File: src/rtl/class_router_fifo.sv
// rtl/class_router_fifo.sv - class router: steers each word by its top class bits into one of 2**CLASS_BITS FIFOs
// Each channel has its own pop, registered read port, status flags and sticky error flag.
module class_router_fifo #(
  parameter int DATA_SIZE   = 10,
  parameter int CLASS_BITS  = 1,
  parameter int FIFO_DEPTH  = 4,
  parameter int ALMOST_FULL = 3,
  localparam int NCH        = 2**CLASS_BITS
) (
  input  logic                     clk,
  input  logic                     reset,
  input  logic [DATA_SIZE-1:0]     in,
  input  logic                     valid,
  input  logic [NCH-1:0]           pop,
  output logic [NCH*DATA_SIZE-1:0] out,
  output logic [NCH-1:0]           fifo_empty,
  output logic [NCH-1:0]           fifo_full,
  output logic [NCH-1:0]           almost_full,
  output logic                     Error,
  output logic [NCH-1:0]           err_status
);
  localparam int PW = $clog2(FIFO_DEPTH);
  localparam int CW = PW + 1;

  logic [DATA_SIZE-1:0]          mem_q [NCH][FIFO_DEPTH];
  logic [DATA_SIZE-1:0]          mem_d [NCH][FIFO_DEPTH];
  logic [NCH-1:0][PW-1:0]        wr_ptr_q, wr_ptr_d;
  logic [NCH-1:0][PW-1:0]        rd_ptr_q, rd_ptr_d;
  logic [NCH-1:0][CW-1:0]        count_q, count_d;
  logic [NCH-1:0][DATA_SIZE-1:0] out_q, out_d;
  logic                          error_q, error_d;
  logic [NCH-1:0]                err_status_q, err_status_d;

  logic [CLASS_BITS-1:0] cls;
  logic [NCH-1:0]        ch_empty, ch_full, push_en, pop_en;

  assign cls = in[DATA_SIZE-1 -: CLASS_BITS];

  always_comb begin
    ch_empty    = '0;
    ch_full     = '0;
    almost_full = '0;
    for (int k = 0; k < NCH; k++) begin
      ch_empty[k]    = (count_q[k] == '0);
      ch_full[k]     = (count_q[k] == CW'(FIFO_DEPTH));
      almost_full[k] = (count_q[k] >= CW'(ALMOST_FULL));
    end
  end

  assign fifo_empty = ch_empty;
  assign fifo_full  = ch_full;
  assign out        = out_q;
  assign Error      = error_q;
  assign err_status = err_status_q;

  always_comb begin
    mem_d        = mem_q;
    wr_ptr_d     = wr_ptr_q;
    rd_ptr_d     = rd_ptr_q;
    count_d      = count_q;
    out_d        = out_q;
    err_status_d = err_status_q;
    error_d      = 1'b0;
    push_en      = '0;
    pop_en       = '0;
    for (int k = 0; k < NCH; k++) begin
      pop_en[k] = pop[k] && !ch_empty[k];
      // A full channel still accepts a push when it is popped in the same cycle.
      push_en[k] = valid && (cls == CLASS_BITS'(k)) && (!ch_full[k] || pop[k]);
      if (push_en[k]) begin
        mem_d[k][wr_ptr_q[k]] = in;
        wr_ptr_d[k]           = wr_ptr_q[k] + PW'(1);
      end
      if (pop_en[k]) begin
        out_d[k]    = mem_q[k][rd_ptr_q[k]];
        rd_ptr_d[k] = rd_ptr_q[k] + PW'(1);
      end
      case ({push_en[k], pop_en[k]})
        2'b10:   count_d[k] = count_q[k] + CW'(1);
        2'b01:   count_d[k] = count_q[k] - CW'(1);
        default: count_d[k] = count_q[k];
      endcase
      if ((valid && (cls == CLASS_BITS'(k)) && ch_full[k] && !pop[k]) ||
          (pop[k] && ch_empty[k])) begin
        err_status_d[k] = 1'b1;
        error_d         = 1'b1;
      end
    end
  end

  always_ff @(posedge clk or negedge reset) begin
    if (!reset) begin
      for (int k = 0; k < NCH; k++) begin
        for (int j = 0; j < FIFO_DEPTH; j++) begin
          mem_q[k][j] <= '0;
        end
      end
      wr_ptr_q     <= '0;
      rd_ptr_q     <= '0;
      count_q      <= '0;
      out_q        <= '0;
      error_q      <= 1'b0;
      err_status_q <= '0;
    end else begin
      mem_q        <= mem_d;
      wr_ptr_q     <= wr_ptr_d;
      rd_ptr_q     <= rd_ptr_d;
      count_q      <= count_d;
      out_q        <= out_d;
      error_q      <= error_d;
      err_status_q <= err_status_d;
    end
  end
endmodule

File: config.mk
export PLATFORM = sky130hd
export DESIGN_NAME = class_router_fifo
export DESIGN_NICKNAME = d
export VERILOG_FILES = /design/src/rtl/class_router_fifo.sv
export SDC_FILE = /design/constraint.sdc
export NUM_CORES = 1
export LEC_CHECK = 0
export CORE_MARGIN = 2
export CORE_UTILIZATION = 55
export CTS_CLUSTER_SIZE = 12
export DETAILED_ROUTE_END_ITERATION = 6
export PLACE_DENSITY = 0.76
export SKIP_CTS_REPAIR_TIMING = 1
export SYNTH_ARGS = -nofsm -noshare
export SYNTH_HDL_FRONTEND = slang
export SYNTH_SLANG_ARGS = --single-unit
File: constraint.sdc
create_clock -name clk -period 4.4 [get_ports clk]
set_input_delay 1.32 -clock clk [delete_from_list [all_inputs] [get_ports clk]]
set_output_delay 1.32 -clock clk [all_outputs]
set_load 0.03 [all_outputs]
==> results.cfg, run 1 <==
[pwr]
seqPwrFrac_pct = 38.4
power_per_cell_area_nw_per_um2 = 804
internal-power_uw = 3580
switching_share_pct = 31.9
combPwrFrac_pct = 35.6
p_switching_uw = 1680
vdd_drop_max_mv = 0.414
pwr-share-clk_pct = 26.0
cellLeakagePower_uw = 0.00296

[finish]
final_common_cell = dfrtp_1
drive_above_1_share_pct = 34.5
final_cell_mix = 117 x dfrtp_1, 64 x nand2_1, 42 x clkdlybuf4s50_1
final_util_pct = 67.9
syn_to_final_growth_pct = 21.5
fillerInstances = 702
nets = 454
n_antenna_cell = 0

[global_route]
gr-total-overflow = 0
antenna_found_initial = 0
grt_pass1_vias = 3311
grt.total_usage_pct = 22.3
grt_max_degree = 72
grt_pass1_wl_um = 17300

[setup_path]
crit_chain = inv_1 -> and3_1 -> clkdlybuf4s50_1
cpPeakStageDelay_ns = 0.68
criticalPathCategory = flop to output pin
worstPathMaxFanout = 6
cp-start-kind = flop
worstPathArrival_ns = 1.98
path_buf_inv = 2
end_kind = output pin
cp_top_family = buffers and inverters
crit_slowest_cell = clkdlybuf4s50_1
required_ns = 3.08

[routing]
wirelength_um = 10500
drtAntennaViolNets = 0
drt_iter0_markers = 191
dr.pass1.iters = 4
wl_per_cell_um = 18.4
drc = 0
via_count = 3031
avgViaCountPerCell = 5.29

[yosys]
yosysSeqAreaShare_pct = 54.4
netlist_instances = 371
ys_ff_latch = 117
syn-num-nets = 398
synth.distinct_cells = 33
yosysWarningCount = 0
avgSynthCellArea_um2 = 14.5
synth_area_um2 = 5380

[clock_tree]
clk_pin_slew_ns = 0.05
cts_tree = done
cts_buffers = 17
clock_path_buffers = 2
insertion_delay_ns = 0.51
cts_sinks = 117
htree_num_levels = 4
cts_root_buf = clkbuf_8

[timing]
rsz0062_at_grt = no
tightest_slew_ns = 0.882
finalCritPeriodShare_pct = 74.9
fin_setup_tns_ns = 0
hold_violations = 0
finalSetupViolCount = 0
drv_slew = 0
fmax_ghz = 0.303
layout_setup_ws_ns = 1.10
period_needed_ns = 3.30
finalClockSkew_ns = 0.00722
relSlewSlack_pct = 41.2

[outcome]
status = complete, no violations

[die]
initial_utilization_pct = 55.9
die-area_um2 = 10600
dieHeight_um = 103
ioPinCount = 44
coreArea_um2 = 9640
die_x_um = 103
rows = 36

[min_path]
worstHoldPathType = flop to flop

[placed_design]
dp_hpwl_um = 6780
dp_slack_ns = 0.696
place_congestion = 0.778
portBuffers = 43

[job]
max_cap_viol_count = 0
==> routing by layer <==
layer / up-vias / wire (um) / share of wire, % / GRT usage, %
met1: 1564 / 4930 / 47 / 31.0
met5: - / 0 / 0 / 0
met4: 0 / 145 / 1.4 / 8.20
met2: 65 / 5070 / 48 / 34.6
met3: 11 / 378 / 3.6 / 5.49
li1: 1391 / - / - / -
==> path summary, 6_finish.rpt <==
| path | cells after the start | slack, ns | end | from |
|---|---|---|---|---|
| max | 3 | 1.10 | fifo_full[1] | count_q[3]$_DFFE_PN0P_ |
| max in group asynchronous | 2 | 2.58 | mem_q[23]$_DFFE_PN0P_ | reset |
| min reg2reg | 1 | 0.46 | mem_q[19]$_DFFE_PN0P_ | mem_q[19]$_DFFE_PN0P_ |
| min in group asynchronous | 1 | 0.92 | count_q[0]$_DFFE_PN0P_ | reset |
| max reg2reg | 9 | 2.07 | count_q[5]$_DFFE_PN0P_ | count_q[5]$_DFFE_PN0P_ |
| min | 1 | 0.46 | mem_q[19]$_DFFE_PN0P_ | mem_q[19]$_DFFE_PN0P_ |
==> layout make-up <==
class | count | area (um^2) | area share (%)
sequential | 117 | 2930 | 44.8
clock inverter | 10 | 128 | 1.95
clock buffer | 22 | 463 | 7.08
tap | 133 | 166 | 2.54
inverter | 14 | 52.6 | 0.803
timing repair buffer | 55 | 518 | 7.92
multi-input combinational | 222 | 2290 | 34.9
==> synth_stat cells <==
| master | n | area (um^2) |
|---|---|---|
| dfrtp_1 | 117 | 2930 |
| nand2_1 | 64 | 240 |
| mux2_2 | 38 | 428 |
| mux2_4 | 36 | 541 |
| mux4_2 | 20 | 450 |
| inv_1 | 14 | 52.6 |
| ha_1 | 10 | 125 |
| xnor2_1 | 8 | 70.1 |
| clkbuf_1 | 6 | 22.5 |
| nor3b_1 | 5 | 37.5 |
| and2b_2 | 4 | 35.0 |
| buf_4 | 4 | 30.0 |
| buf_6 | 4 | 45.0 |
| nor4bb_2 | 4 | 65.1 |
| or2_2 | 4 | 25.0 |
| xor2_1 | 4 | 35.0 |
| buf_2 | 3 | 15.0 |
| nor2_1 | 3 | 11.3 |
| and3_1 | 2 | 12.5 |
| fa_1 | 2 | 40.0 |
| mux2i_1 | 2 | 20.0 |
| nand2b_1 | 2 | 12.5 |
| nor3_1 | 2 | 10.0 |
| nor4b_4 | 2 | 47.6 |
| o211ai_1 | 2 | 15.0 |
| o31ai_1 | 2 | 15.0 |
| a21o_1 | 1 | 7.51 |
| a21o_2 | 1 | 8.76 |
| and2b_1 | 1 | 7.51 |
| and4b_1 | 1 | 10.0 |
| clkbuf_2 | 1 | 5.00 |
| nor2b_1 | 1 | 6.26 |
| nor4bb_1 | 1 | 10.0 |
==> logic make-up after synthesis <==
family,after synthesis,share of synthesized area (%)
AOI/OAI and AO/OA,6,0.860
xor gates and xnor gates,12,1.95
adders and majority gates,12,3.07
buffers and inverters,32,3.16
DFF,117,54.4
muxes,96,26.7
and+or+nand+nor,96,9.85
==> stage by stage <==
stage	instance area [um^2]	power (uW)	cells	hold WS, ns
6_report	6540	5260	573	0.463
2_1_floorplan	5380	3320	371	0.434
3_5_place_dp	5950	3900	541	0.450
4_1_cts	6540	5300	573	0.472
5_1_grt	6540	5560	573	0.488
3_3_place_gp	5950	3820	541	0.448
==> power groups by stage <==
stage	combinational, uW	clock, uW	sequential (uW)
3_5_place_dp	1880	0	2020
4_1_cts	1900	1390	2020
6_report	1870	1370	2020
5_1_grt	2030	1440	2100
2_1_floorplan	1330	0	2000
3_3_place_gp	1820	0	1990
==> state kept, by name, summed over array words and instances, names as in the netlist <==
register,flops
mem_q,80
err_status,2
count_q,6
rd_ptr_q,4
wr_ptr_q,4
out,20
Error,1
Note: power is estimated with default switching activity, not from simulation.
==> run 2, diff against run 1 <==
--- a/config.mk
+++ b/config.mk
@@ -6,10 +6,10 @@
 export NUM_CORES = 1
 export LEC_CHECK = 0
 export CORE_MARGIN = 2
-export CORE_UTILIZATION = 55
+export CORE_UTILIZATION = 52
 export CTS_CLUSTER_SIZE = 12
 export DETAILED_ROUTE_END_ITERATION = 6
-export PLACE_DENSITY = 0.76
+export PLACE_DENSITY = 0.75
 export SKIP_CTS_REPAIR_TIMING = 1
 export SYNTH_ARGS = -nofsm -noshare
 export SYNTH_HDL_FRONTEND = slang
==> constraint.sdc (replaced) <==
create_clock -name clk -period 2.8 [get_ports clk]
set_input_delay 0.84 -clock clk [delete_from_list [all_inputs] [get_ports clk]]
set_output_delay 0.84 -clock clk [all_outputs]
set_load 0.03 [all_outputs]
==> run 2 against run 1 <==
Against the previous run:
- global-route usage down 2.1 points
- clock skew shrank 0.00071 ns
- die area increased by 5.5%
- total power up 55%
- cell count is 2.4% higher
- flip-flop and latch count stayed put
- clock-buffer cell count up 3
- hold slack got worse by 0.14 ns
- first-iteration DRC count is 13% higher
- clock power rose by 50%
- combinational power grew 57%
- critical endpoint is now fifo_empty[1]
- largest cell class unchanged
- largest power group unchanged
==> results.cfg, run 2 (synthesis results as in run 1) <==
[outcome]
status = complete, no violations

[timing]
finalClockSkew_ns = 0.00651
finalSetupViolCount = 0
relSlewSlack_pct = 49.8
rsz0062_at_grt = no
hold_violations = 0
fin_setup_tns_ns = 0
drv_slew = 0
fmax_ghz = 0.370
whs_ns = 0.318
period_needed_ns = 2.70
tightest_slew_ns = 0.753
finalCritPeriodShare_pct = 96.4

[routing]
wl_per_cell_um = 17.4
drtAntennaViolNets = 0
via_count = 3076
drt_iter0_markers = 215
avgViaCountPerCell = 5.24
drc = 0
wirelength_um = 10200
dr.pass1.iters = 4

[global_route]
grtUsageMet1_pct = 27.7
grt.total_usage_pct = 20.2
top_usage_layer = met2
grt_pass1_wl_um = 17200
antenna_found_initial = 0
global_route.usage.met3_pct = 5.26
grt_max_degree = 43
gr-usage-met2_pct = 32.1
grt_pass1_vias = 3378
gr-total-overflow = 0

[finish]
drive_above_1_share_pct = 35.9
final_cell_mix = 117 x dfrtp_1, 64 x nand2_1, 39 x clkdlybuf4s50_1
largest_reg_flops = 80
n_antenna_cell = 0
syn_to_final_growth_pct = 23.4
final_common_cell = dfrtp_1
final_util_pct = 65.2
nets = 468
largest-register = mem_q

[setup_path]
cp_top_family = buffers and inverters
cp-start-kind = flop
worstPathMaxFanout = 6
criticalPathCategory = flop to output pin
worstPathArrival_ns = 1.86
reg2reg_depth = 9
required_ns = 1.96
crit_chain = nor3_1 -> clkdlybuf4s50_1
path_depth = 2
cpPeakStageDelay_ns = 0.69
crit_slowest_cell = clkdlybuf4s50_1
end_kind = output pin
path_buf_inv = 1

[die]
die_x_um = 106
coreArea_um2 = 10200
ioPinCount = 44
rows = 37
die-area_um2 = 11200
dieHeight_um = 106
initial_utilization_pct = 52.9

[clock_tree]
cts_buffers = 17
cts_root_buf = clkbuf_8
clock_path_buffers = 2
clk_pin_slew_ns = 0.05
htree_num_levels = 4
cts_tree = done
insertion_delay_ns = 0.51
cts_sinks = 117

[pwr]
vdd_drop_max_mv = 0.609
power_per_cell_area_nw_per_um2 = 1230
cellLeakagePower_uw = 0.00307

[job]
max_cap_viol_count = 0

[placed_design]
portBuffers = 43
dp_hpwl_um = 6560
place_congestion = 0.782

[min_path]
worstHoldPathType = input pin to async pin
==> run 2: cell types whose count changed in the layout (fill, tap and decap cells not counted), sizes merged <==
cell,change
bufinv,-1
clkbuf,+3
clkinv,-4
clkdlybuf4s50,-3
buf,+14
dlymetal6s2s,+3
clkinvlp,-1
==> run 2: layout make-up <==
cell class	instances	area (um^2)
Fill cell	745	3540
Sequential cell	117	2930
Multi-Input combinational cell	222	2290
Timing Repair Buffer	69	643
Clock buffer	25	494
Tap cell	136	170
Clock inverter	4	70.1
Inverter	14	52.6
==> run 2: worst reg2reg max path, cell delays in order (launching register included) <==
cell and delay [ns]:
dfrtp_1 0.44, nor4b_4 0.31, nor3b_1 0.09, inv_1 0.06, ha_1 0.16, inv_1 0.06
fa_1 0.37, xor2_1 0.15, nor2_1 0.11, xor2_1 0.15
==> run 2: metrics by stage <==
stage	cells	power, uW	instance area (um^2)	setup slack (ns)
after floorplan	371	5220	5380	0.341
after global placement	558	6000	6070	0.0328
after detailed placement	558	6110	6070	-0.00996
after CTS	587	8240	6640	-0.0303
after global routing	587	8600	6640	0.0207
final	587	8150	6640	0.101
==> run 2: report_power, final <==
part / leakage, uW / switching (uW) / internal, uW
combinational: 0.00138 / 1200 / 1750
sequential: 0.00141 / 653 / 2500
clock: 0.000280 / 687 / 1370
==> run 2: per-layer routing <==
layer	vias to the layer above	part of all wire [%]	routed length [um]
met2	52	50	5100
met5	-	0	0
met3	8	2.6	267
li1	1423	-	-
met4	0	1.1	110
met1	1593	46	4730
==> run 2: final timing paths <==
| path | end | slack [ns] | start |
|---|---|---|---|
| worst max-delay path | fifo_empty[1] | 0.10 | count_q[3]$_DFFE_PN0P_ |
| worst min-delay path | out[1]$_DFFE_PN0P_ | 0.32 | reset |
| worst max register to register | count_q[2]$_DFFE_PN0P_ | 0.83 | count_q[1]$_DFFE_PN0P_ |
| worst min register to register | mem_q[19]$_DFFE_PN0P_ | 0.46 | mem_q[19]$_DFFE_PN0P_ |
| max in group asynchronous | mem_q[22]$_DFFE_PN0P_ | 1.75 | reset |
| min in group clk | mem_q[19]$_DFFE_PN0P_ | 0.46 | mem_q[19]$_DFFE_PN0P_ |
